[src/rtl/axi_read_master_pkg.sv]
// Shared AXI3 read-channel widths, FSM state encodings and protocol constants
// for axi_read_master and its read-data FIFO.
package axi_read_master_pkg;

  localparam int ADD_ID_WIDTH = 4;
  localparam int ADD_WIDTH    = 32;
  localparam int BURST_LEN    = 4;
  localparam int BURST_SIZE   = 3;
  localparam int BURST_TYPE   = 2;
  localparam int DATA_WIDTH   = 128;
  localparam int RESP_WIDTH   = 2;

  localparam int AR_SIZE = $clog2(DATA_WIDTH / 8);

  localparam logic [BURST_TYPE-1:0] BURST_INCR = 2'b01;
  localparam logic [RESP_WIDTH-1:0] RESP_OKAY  = 2'b00;

  typedef enum logic [1:0] {
    ST_IDLE  = 2'd0,
    ST_ADDR  = 2'd1,
    ST_DATA  = 2'd2,
    ST_DRAIN = 2'd3
  } rd_state_t;

endpackage

[src/rtl/axi_read_master_fifo.sv]
// Synchronous first-word-fall-through FIFO with occupancy count; a push into a
// full FIFO is accepted when a pop happens in the same cycle.
module axi_rd_fifo #(
  parameter int WIDTH = 129,
  parameter int DEPTH = 32
) (
  input  logic                       clk,
  input  logic                       reset,
  input  logic                       push,
  input  logic [WIDTH-1:0]           din,
  input  logic                       pop,
  output logic [WIDTH-1:0]           dout,
  output logic                       empty,
  output logic [$clog2(DEPTH):0]     count
);

  localparam int AW = $clog2(DEPTH);
  localparam logic [AW:0] FULL_CNT = DEPTH[AW:0];

  logic [WIDTH-1:0] mem [DEPTH];
  logic [AW-1:0]    wr_ptr;
  logic [AW-1:0]    rd_ptr;
  logic [AW:0]      count_r;
  logic             full;
  logic             wr_en;
  logic             rd_en;

  assign empty = (count_r == '0);
  assign full  = (count_r == FULL_CNT);
  assign wr_en = push && (!full || pop);
  assign rd_en = pop && !empty;
  assign dout  = mem[rd_ptr];
  assign count = count_r;

  always_ff @(posedge clk) begin
    if (wr_en) mem[wr_ptr] <= din;
  end

  always_ff @(posedge clk) begin
    if (reset) begin
      wr_ptr  <= '0;
      rd_ptr  <= '0;
      count_r <= '0;
    end else begin
      if (wr_en) wr_ptr <= wr_ptr + 1'b1;
      if (rd_en) rd_ptr <= rd_ptr + 1'b1;
      case ({wr_en, rd_en})
        2'b10:   count_r <= count_r + 1'b1;
        2'b01:   count_r <= count_r - 1'b1;
        default: count_r <= count_r;
      endcase
    end
  end

endmodule

[src/rtl/axi_read_master.sv]
// AXI3 read initiator: splits one linear command into 4KB-safe INCR bursts and
// streams the data out through a FWFT FIFO. Optional macro: AXI_RD_RESP_CHECK_EN.
//
// state    | meaning
// ST_IDLE  | waiting for a command, cmd_ready high
// ST_ADDR  | AR payload presented once the FIFO can hold the whole burst
// ST_DATA  | accepting R beats of the current burst into the FIFO
// ST_DRAIN | all bursts received, waiting for the client to empty the FIFO
module axi_read_master
  import axi_read_master_pkg::*;
#(
  parameter logic [ADD_ID_WIDTH-1:0] RD_ID = '0,
  parameter int MAX_BURST  = 16,
  parameter int CMD_LEN_W  = 16,
  parameter int FIFO_DEPTH = 32
) (
  input  logic                    clk,
  input  logic                    reset,
  input  logic                    cmd_valid,
  output logic                    cmd_ready,
  input  logic [ADD_WIDTH-1:0]    cmd_addr,
  input  logic [CMD_LEN_W-1:0]    cmd_len,
  output logic [DATA_WIDTH-1:0]   out_data,
  output logic                    out_valid,
  input  logic                    out_ready,
  output logic                    out_last,
  output logic                    done,
  output logic                    err,
  output logic [ADD_ID_WIDTH-1:0] arid,
  output logic [ADD_WIDTH-1:0]    araddr,
  output logic [BURST_LEN-1:0]    arlen,
  output logic [BURST_SIZE-1:0]   arsize,
  output logic [BURST_TYPE-1:0]   arburst,
  output logic                    arvalid,
  input  logic                    arready,
  input  logic [ADD_ID_WIDTH-1:0] rid,
  input  logic [DATA_WIDTH-1:0]   rdata,
  input  logic [RESP_WIDTH-1:0]   rresp,
  input  logic                    rlast,
  input  logic                    rvalid,
  output logic                    rready
);

  localparam int BEATS_W = $clog2(MAX_BURST) + 1;
  localparam int CNT_W   = $clog2(FIFO_DEPTH) + 1;

  rd_state_t              state_r, state_nx;
  logic [ADD_WIDTH-1:0]   addr_r;
  logic [CMD_LEN_W-1:0]   remain_r;
  logic [BEATS_W-1:0]     burst_left_r;
  logic                   err_r;
  logic                   done_r;
  logic [12:0]            bound_4k;
  logic [CMD_LEN_W-1:0]   beats_full;
  logic [BEATS_W-1:0]     beats;
  logic                   fits;
  logic                   cmd_acc;
  logic                   ar_hs;
  logic                   push;
  logic                   pop;
  logic                   beat_final;
  logic                   drain_done;
  logic                   fifo_empty;
  logic [CNT_W-1:0]       fifo_count;
  logic [DATA_WIDTH:0]    fifo_dout;
  logic                   unused_ok;

  // Burst length limited by remaining beats, MAX_BURST and the next 4KB page.
  always_comb begin
    bound_4k   = (13'h1000 - {1'b0, addr_r[11:0]}) >> AR_SIZE;
    beats_full = CMD_LEN_W'(MAX_BURST);
    if (remain_r < beats_full) beats_full = remain_r;
    if (CMD_LEN_W'(bound_4k) < beats_full) beats_full = CMD_LEN_W'(bound_4k);
    beats = beats_full[BEATS_W-1:0];
  end

  assign fits       = (FIFO_DEPTH - int'(fifo_count)) >= int'(beats);
  assign cmd_acc    = (state_r == ST_IDLE) && cmd_valid;
  assign ar_hs      = arvalid && arready;
  assign push       = (state_r == ST_DATA) && rvalid;
  assign beat_final = push && (burst_left_r == BEATS_W'(1));
  assign pop        = !fifo_empty && out_ready;
  assign drain_done = fifo_empty || ((fifo_count == CNT_W'(1)) && out_ready);

  always_comb begin
    state_nx = state_r;
    case (state_r)
      ST_IDLE:  if (cmd_acc && (cmd_len != '0)) state_nx = ST_ADDR;
      ST_ADDR:  if (ar_hs) state_nx = ST_DATA;
      ST_DATA:  if (beat_final) state_nx = (remain_r != '0) ? ST_ADDR : ST_DRAIN;
      ST_DRAIN: if (drain_done) state_nx = ST_IDLE;
      default:  state_nx = ST_IDLE;
    endcase
  end

  always_ff @(posedge clk) begin
    if (reset) begin
      state_r      <= ST_IDLE;
      addr_r       <= '0;
      remain_r     <= '0;
      burst_left_r <= '0;
      err_r        <= 1'b0;
      done_r       <= 1'b0;
    end else begin
      state_r <= state_nx;
      done_r  <= (cmd_acc && (cmd_len == '0)) || ((state_r == ST_DRAIN) && drain_done);
      if (cmd_acc) begin
        addr_r   <= {cmd_addr[ADD_WIDTH-1:AR_SIZE], {AR_SIZE{1'b0}}};
        remain_r <= cmd_len;
        err_r    <= 1'b0;
      end
      if (ar_hs) begin
        addr_r       <= addr_r + (ADD_WIDTH'(beats) << AR_SIZE);
        remain_r     <= remain_r - CMD_LEN_W'(beats);
        burst_left_r <= beats;
      end
      if (push) begin
        burst_left_r <= burst_left_r - BEATS_W'(1);
        // The beat counter drives the FSM; rlast only flags a disagreement.
        if (rlast != (burst_left_r == BEATS_W'(1))) err_r <= 1'b1;
`ifdef AXI_RD_RESP_CHECK_EN
        if ((rresp != RESP_OKAY) || (rid != RD_ID)) err_r <= 1'b1;
`endif
      end
    end
  end

`ifdef AXI_RD_RESP_CHECK_EN
  assign unused_ok = ^cmd_addr[AR_SIZE-1:0];
`else
  assign unused_ok = ^{cmd_addr[AR_SIZE-1:0], rid, rresp};
`endif

  axi_rd_fifo #(
    .WIDTH (DATA_WIDTH + 1),
    .DEPTH (FIFO_DEPTH)
  ) u_fifo (
    .clk   (clk),
    .reset (reset),
    .push  (push),
    .din   ({beat_final && (remain_r == '0), rdata}),
    .pop   (pop),
    .dout  (fifo_dout),
    .empty (fifo_empty),
    .count (fifo_count)
  );

  assign cmd_ready = (state_r == ST_IDLE);
  assign arvalid   = (state_r == ST_ADDR) && fits;
  assign rready    = (state_r == ST_DATA);
  assign arid      = RD_ID;
  assign araddr    = addr_r;
  assign arlen     = BURST_LEN'(beats - BEATS_W'(1));
  assign arsize    = BURST_SIZE'(AR_SIZE);
  assign arburst   = BURST_INCR;
  assign out_valid = !fifo_empty;
  assign out_data  = fifo_dout[DATA_WIDTH-1:0];
  assign out_last  = !fifo_empty && fifo_dout[DATA_WIDTH];
  assign done      = done_r;
  assign err       = err_r;

endmodule

[config.mk]
export PLATFORM = sky130hd
export DESIGN_NAME = axi_read_master
export DESIGN_NICKNAME = d
export VERILOG_FILES = /design/src/rtl/axi_read_master_pkg.sv /design/src/rtl/axi_read_master_fifo.sv /design/src/rtl/axi_read_master.sv
export SDC_FILE = /design/constraint.sdc
export NUM_CORES = 2
export LEC_CHECK = 0
export CORE_MARGIN = 2
export CORE_UTILIZATION = 62
export DETAILED_ROUTE_END_ITERATION = 8
export GPL_ROUTABILITY_DRIVEN = 0
export GPL_TIMING_DRIVEN = 0
export PLACE_DENSITY_LB_ADDON = 0.12
export SLEW_MARGIN = 40
export SYNTH_ARGS = -nofsm -noshare
export SYNTH_HDL_FRONTEND = slang
export SYNTH_MEMORY_MAX_BITS = 65536
export SYNTH_SLANG_ARGS = --single-unit
[constraint.sdc]
create_clock -name clk -period 11.9 [get_ports clk]
set_input_delay 2.38 -clock clk [delete_from_list [all_inputs] [get_ports clk]]
set_output_delay 2.38 -clock clk [all_outputs]
set_load 0.02 [all_outputs]
* Word level (Yosys, flattened, before mapping) *
Memory sizes are Yosys's and may differ from the RTL's. A register that Yosys moved wholly into a read port is not among the register bits.
Cells that the tools add are included.

word-level totals
  register bits after elaboration = 73
  memory bits (writable) = 4128
  input port bits = 189
  output and inout port bits = 180
  logic and storage cells = 87
  memories = 1

operators by class
  add/subtract/negate cells = 10
  order comparisons = 3
  equal/unequal tests = 13
  muxes and demuxes = 22
  reductions and logical operators = 29

memories
  name        words  width  read ports  clocked after memory_dff  write ports  line                        source
  u_fifo.mem  32     129    1           1                         1            axi_read_master_fifo.sv:20  logic [WIDTH-1:0] mem [DEPTH];

operator list
  kind                                                 number
  2-to-1 mux 32 bit                                    2
  2-to-1 mux 16 bit                                    3
  adder 32 x 9 -> 32 bit                               1
  logical NOT 16 bit                                   2
  nonzero test 16 bit                                  2
  2-to-1 mux 5 bit                                     5
  < comparator 16 x 5 -> 1 bit, second input constant  1
  < comparator 9 x 16 -> 1 bit                         1
  subtractor 16 x 5 -> 16 bit                          1
  logical AND 1 bit                                    14
  subtractor 13 x 12 -> 13 bit, first input constant   1
  one-hot mux 6 bit (2 select lines)                   1
  adder 5 x 1 -> 5 bit, second input constant          2
  2-to-1 mux 2 bit                                     5
  one-hot mux 2 bit (4 select lines)                   1
  greater-or-equal comparator 7 x 6 -> 1 bit           1
  subtractor 6 x 6 -> 7 bit, first input constant      1
  adder 6 x 1 -> 6 bit, second input constant          1
  equality test 2 bit, second input constant           3
  equality test 6 x 1 -> 1 bit, second input constant  1
  equality test 6 bit, second input constant           1
  logical NOT 6 bit                                    1
  nonzero test 2 bit                                   3
  subtractor 6 x 1 -> 6 bit, second input constant     1
  other kinds (12)                                     22

* Logic depth before layout (Yosys ltp) *
  depth in word-level cells = 9
  mapped depth = 25
  mapped depth without buffers = 24

* Hierarchy *
From an unflattened synthesis, not the netlist that was laid out.

second synthesis, totals
  cells, all modules = 8005
  area total of the unflattened synthesis = 161339.7 um2

modules (own cells, without submodules)
  module           instances  cells an instance  area an instance (um2)  seq. area each (um2)
  axi_rd_fifo      1          7446               157059.4                124379.3
  axi_read_master  1          559                4280.4                  1061.0

* Worst setup path after synthesis *
Ideal clock, no wire load.

  kind = input to register
  from = in rvalid
  to = mem u_fifo.mem[15][0] (enable)
  library setup time = 0.619 ns
  data arrival time = 8.606 ns
  data required time = 11.281 ns
  path slack = 2.674 ns
  stages = 4
  buffers on the path = 0
  cell sequence = nand2_1 nor2_1 nand2_1 nor2_1

on the way
  cells in the longest elaborated chain, start to end = 4

RTL lines
  what                                    line                        source
  start, declared                         axi_read_master.sv:40       input logic rvalid,
  logical AND 1 bit                       axi_read_master.sv:80       assign push = (state_r == ST_DATA) && rvalid;
  logical AND 1 bit                       axi_read_master_fifo.sv:30  assign wr_en = push && (!full || pop);
  2-to-1 mux 1 bit                        axi_read_master_fifo.sv:36  if (wr_en) mem[wr_ptr] <= din;
  2-to-1 mux 1 bit (not written as such)  axi_read_master_fifo.sv:36
  end, declared                           axi_read_master_fifo.sv:20

No other way between the ends.

* Worst setup path after layout *
  from = reg addr_r[5], in the netlist araddr[5]
  to = out arvalid

on the way
  cells in the longest elaborated chain, start to end = 5

RTL lines
  what                                          line                    source
  start, declared                               axi_read_master.sv:48   logic [ADD_WIDTH-1:0] addr_r;
  start signal, assigned                        axi_read_master.sv:108  addr_r <= {cmd_addr[ADD_WIDTH-1:AR_SIZE], {AR_SIZE{1'b0}}};
  start signal, assigned                        axi_read_master.sv:113  addr_r <= addr_r + (ADD_WIDTH'(beats) << AR_SIZE);
  subtractor 13 x 12 -> 13 bit *                axi_read_master.sv:70   bound_4k = (13'h1000 - {1'b0, addr_r[11:0]}) >> AR_SIZE;
  < comparator 9 x 16 -> 1 bit                  axi_read_master.sv:73   if (CMD_LEN_W'(bound_4k) < beats_full) beats_full = CMD_LEN_W'(bound_4k);
  2-to-1 mux 5 bit *                            axi_read_master.sv:73
  greater-or-equal comparator 7 x 6 -> 1 bit *  axi_read_master.sv:77   assign fits = (FIFO_DEPTH - int'(fifo_count)) >= int'(beats);
  logical AND 1 bit *                           axi_read_master.sv:149  assign arvalid = (state_r == ST_ADDR) && fits;
  end, declared                                 axi_read_master.sv:34   output logic arvalid,

Every way passes the cells marked *; elsewhere a longest branch is shown, timed or not.

==> flow_metrics.env <==
export IMPL_crit_path_end_kind="output port"
export IMPL_drc=0
export IMPL_grt_usage=0.330
export IMPL_maxCapViolations=0
export IMPL_routed_wl_um=432000
export IMPL_clkSinkCount=4202
export IMPL_fillers=13800
export IMPL_p_leak_nw=58.6
export IMPL_synth_avg_cell_area_sq_um=24.5
export IMPL_worstSkewPairLatency_ns=1.00
export IMPL_status="finished clean"
export IMPL_min_to="remain_r[14]$_SDFFE_PP0P_"
export IMPL_post_cts_buffers=0
export IMPL_start_kind="flop"
export IMPL_cts_tree="built"
export IMPL_cts_resized=0
export IMPL_max_freq_mhz=116
export IMPL_synth_cells=6557
export IMPL_worst_r2r_cell_count=23
export IMPL_seq_area_sq_mm=0.125
export IMPL_ff2ff_setup_slack_ns=5.98
export IMPL_layoutNonFillerInstCount=11500
export IMPL_p_per_area_mw_per_mm2=179
export IMPL_cts_buffers=420
export IMPL_synthArstFlopShare=0
export IMPL_arrival_ns=6.24
export IMPL_min_period_over_period=0.724
export IMPL_drive_gt1_frac=0.351
export IMPL_std_cell_rows=187
export IMPL_cts_max_path_buffers=4
export IMPL_synthFlopType="edfxtp_1"
export IMPL_cts_hold_buffers=0
export IMPL_fin_crit_ns=8.62
export IMPL_min_path_type="flop to flop"
export IMPL_vias_per_cell=6.97
export IMPL_tightest_slew_ns=0.926
export IMPL_initial_utilization=0.622
export IMPL_path_clk_slew_ns=0.06
export IMPL_io_pins=369
export IMPL_cts_root_buf="clkbuf_16"
export IMPL_hold_violations=0
export IMPL_worstSetupPathType="flop to output port"
export IMPL_dieWidth_um=514
export IMPL_io_buffers=344
export IMPL_syn_to_final_growth_pct=18.2
export IMPL_synth_edf_count=4128
export IMPL_grt_pass1_wl_um=607000
export IMPL_multi_input_area_sq_mm=0.0343
export IMPL_setup_violations_final=0
export IMPL_dpl_cell_count=10700
export IMPL_grt_pass1_vias=81600
export IMPL_fp_dieH_um=514
export IMPL_synth_distinct_cells=79
export IMPL_dr_pass1_iters=6
export IMPL_dieArea_sq_mm=0.264
export IMPL_slew_headroom=0.383
export IMPL_timing_rr_start="araddr[5]$_SDFFE_PP0P_"
export IMPL_hold_path_startpoint="remain_r[14]$_SDFFE_PP0P_"
export IMPL_ys_ff_latch=4202
export IMPL_hpwl_um=274000
export IMPL_grt_max_degree=33
export IMPL_netlist_area_sq_mm=0.161
export IMPL_nets=7949
export IMPL_crit_start="araddr[5]$_SDFFE_PP0P_"
export IMPL_ant_nets=0
export IMPL_synth_warning_count=0
export IMPL_overflow=0
export IMPL_slew_viol_final=0
export IMPL_fin_setup_tns_ns=0
export IMPL_finalClockSkew_ns=0.0529
export IMPL_rsz0062_at_grt="no"
export IMPL_antenna_found_initial=51
export IMPL_crit_required_ns=9.52
export IMPL_irDropWorstVdd_v=0.000183
export IMPL_crit_fanout=7
export IMPL_r2r_end="araddr[28]$_SDFFE_PP0P_"
export IMPL_drtIter0Drc=12000
export IMPL_htreeDepth=5
export IMPL_vias=80200
export IMPL_wl_per_cell_um=37.5
export IMPL_core_sq_mm=0.259
export IMPL_hold_path_depth=1
export IMPL_yosysSeqAreaShare=0.779
how the worst max path moves through the flow:
stage                                                to
final                                           arvalid
after floorplan             u_fifo.mem[15][0]$_DFFE_PP_
after detailed placement                        arvalid
after global placement    u_fifo.mem[15][110]$_DFFE_PP_
after global routing                            arvalid
after CTS                                       arvalid
cells by family (layout without fill, tap and decap cells):
logic type,count (synthesis),count (layout),share of synthesized area
xor+xnor,29,29,0.00158
other cells,2,63,0.0000467
mux,1425,1425,0.190
fa+ha+maj,31,31,0.00246
flops,4202,4202,0.779
simple gates,309,309,0.00968
compound gates,175,175,0.00756
buf+inv,384,1874,0.00937
layout make-up:
type / count / area share
sequential: 4202 / 0.659
multi-input combinational: 1986 / 0.180
timing repair buffer: 735 / 0.0579
clock buffer: 497 / 0.0574
tap: 3402 / 0.0224
clock inverter: 258 / 0.0124
buffer: 353 / 0.00902
inverter: 31 / 0.000612
antenna: 46 / 0.000605
critical path: stages (launching register included):
cell	delay, ns
dfxtp_1	0.53
inv_1	0.18
ha_1	0.23
nor3b_1	0.14
xnor2_1	0.57
ha_1	0.36
nand2_1	0.10
a211oi_1	0.07
nor2_1	0.39
nand2_2	0.18
a31oi_1	0.45
inv_1	0.26
ha_1	0.34
nand2b_1	0.12
o21ai_0	0.10
a21oi_1	0.11
o21ai_0	0.11
a31oi_2	0.26
o21a_1	0.16
clkdlybuf4s50_1	0.61
cell usage in the layout (no fill, tap or decap), drive strengths merged, types with 14 or more instances in the layout:
master,count
conb,17
buf,616
o21ai,22
xnor2,15
mux2,129
ha,30
clkdlybuf4s50,216
nor3,17
nand2,74
dfxtp,74
a31oi,31
clkbuf,753
mux4,1290
bufinv,43
xor2,14
clkinvlp,23
nor2,107
inv,36
diode,46
clkinv,187
edfxtp,4128
a21oi,45
nand3,23
flip-flops by register name, summed over array words and instances, names as in the netlist, 2 cells and up, named ones only:
| signal | cells |
|---|---|
| u_fifo.mem | 4128 |
| araddr | 28 |
| remain_r | 16 |
| u_fifo.count | 6 |
| burst_left_r | 5 |
| u_fifo.rd_ptr | 5 |
| u_fifo.wr_ptr | 5 |
| state_r | 2 |
cells in the mapped netlist (all sizes together) (4+ instances only):
| cell type | number | share of area |
|---|---|---|
| o21ai | 22 | 0.00075 |
| o311ai | 7 | 0.00038 |
| a221oi | 7 | 0.00042 |
| o211ai | 10 | 0.00047 |
| nor2b | 8 | 0.00031 |
| nand3b | 6 | 0.00028 |
| o21bai | 4 | 0.00019 |
| o31a | 4 | 0.00022 |
| nor4 | 10 | 0.00048 |
| nand2 | 74 | 0.0017 |
| xor2 | 14 | 0.00076 |
| nor3b | 7 | 0.00033 |
| edfxtp | 4128 | 0.77 |
| nor2 | 107 | 0.0025 |
| or3 | 12 | 0.00047 |
| nand2b | 7 | 0.00027 |
| mux2i | 6 | 0.00037 |
| a31oi | 31 | 0.0013 |
| a211o | 4 | 0.00022 |
| and4 | 5 | 0.00027 |
| mux4 | 1290 | 0.18 |
| o22ai | 5 | 0.00019 |
| nor3 | 17 | 0.00073 |
| buf | 97 | 0.0027 |
| inv | 31 | 0.00072 |
| nand3 | 23 | 0.00086 |
| a21o | 5 | 0.00025 |
| or4 | 8 | 0.00037 |
| and2 | 5 | 0.00019 |
| ha | 30 | 0.0023 |
| a21oi | 45 | 0.0014 |
| clkbuf | 256 | 0.0060 |
| nand4 | 9 | 0.00035 |
| xnor2 | 15 | 0.00082 |
| mux2 | 129 | 0.0090 |
| dfxtp | 74 | 0.0092 |
| a211oi | 5 | 0.00023 |
| a22oi | 6 | 0.00028 |
report_power, final:
part / internal, mW / switching, mW / total [mW]
sequential: 16.3 / 0.0451 / 16.3
combinational: 2.18 / 2.52 / 4.70
clock: 7.46 / 5.50 / 13.0
layer usage:
layer	vias to the layer above	part of all wire	GRT usage
met2	5480	0.51	0.544
met4	16	0.045	0.144
li1	30900	-	-
met1	43000	0.35	0.439
met5	-	0.00019	0
met3	879	0.097	0.0629
metrics by stage:
stage / instance area [sq um] / hold WS (ns) / power [mW] / setup WS (ns) / utilization
2_1_floorplan: 161000 / 0.434 / 19.6 / 2.67 / -
3_5_place_dp: 177000 / 0.459 / 21.3 / 4.38 / 0.685
6_report: 190000 / 0.482 / 34.0 / 3.28 / 0.735
5_1_grt: 190000 / 0.512 / 34.9 / 2.86 / 0.735
3_3_place_gp: 169000 / 0.454 / 21.2 / -5.83 / 0.652
4_1_cts: 191000 / 0.472 / 34.1 / 3.25 / 0.736
(Power assumes the default switching activity.)
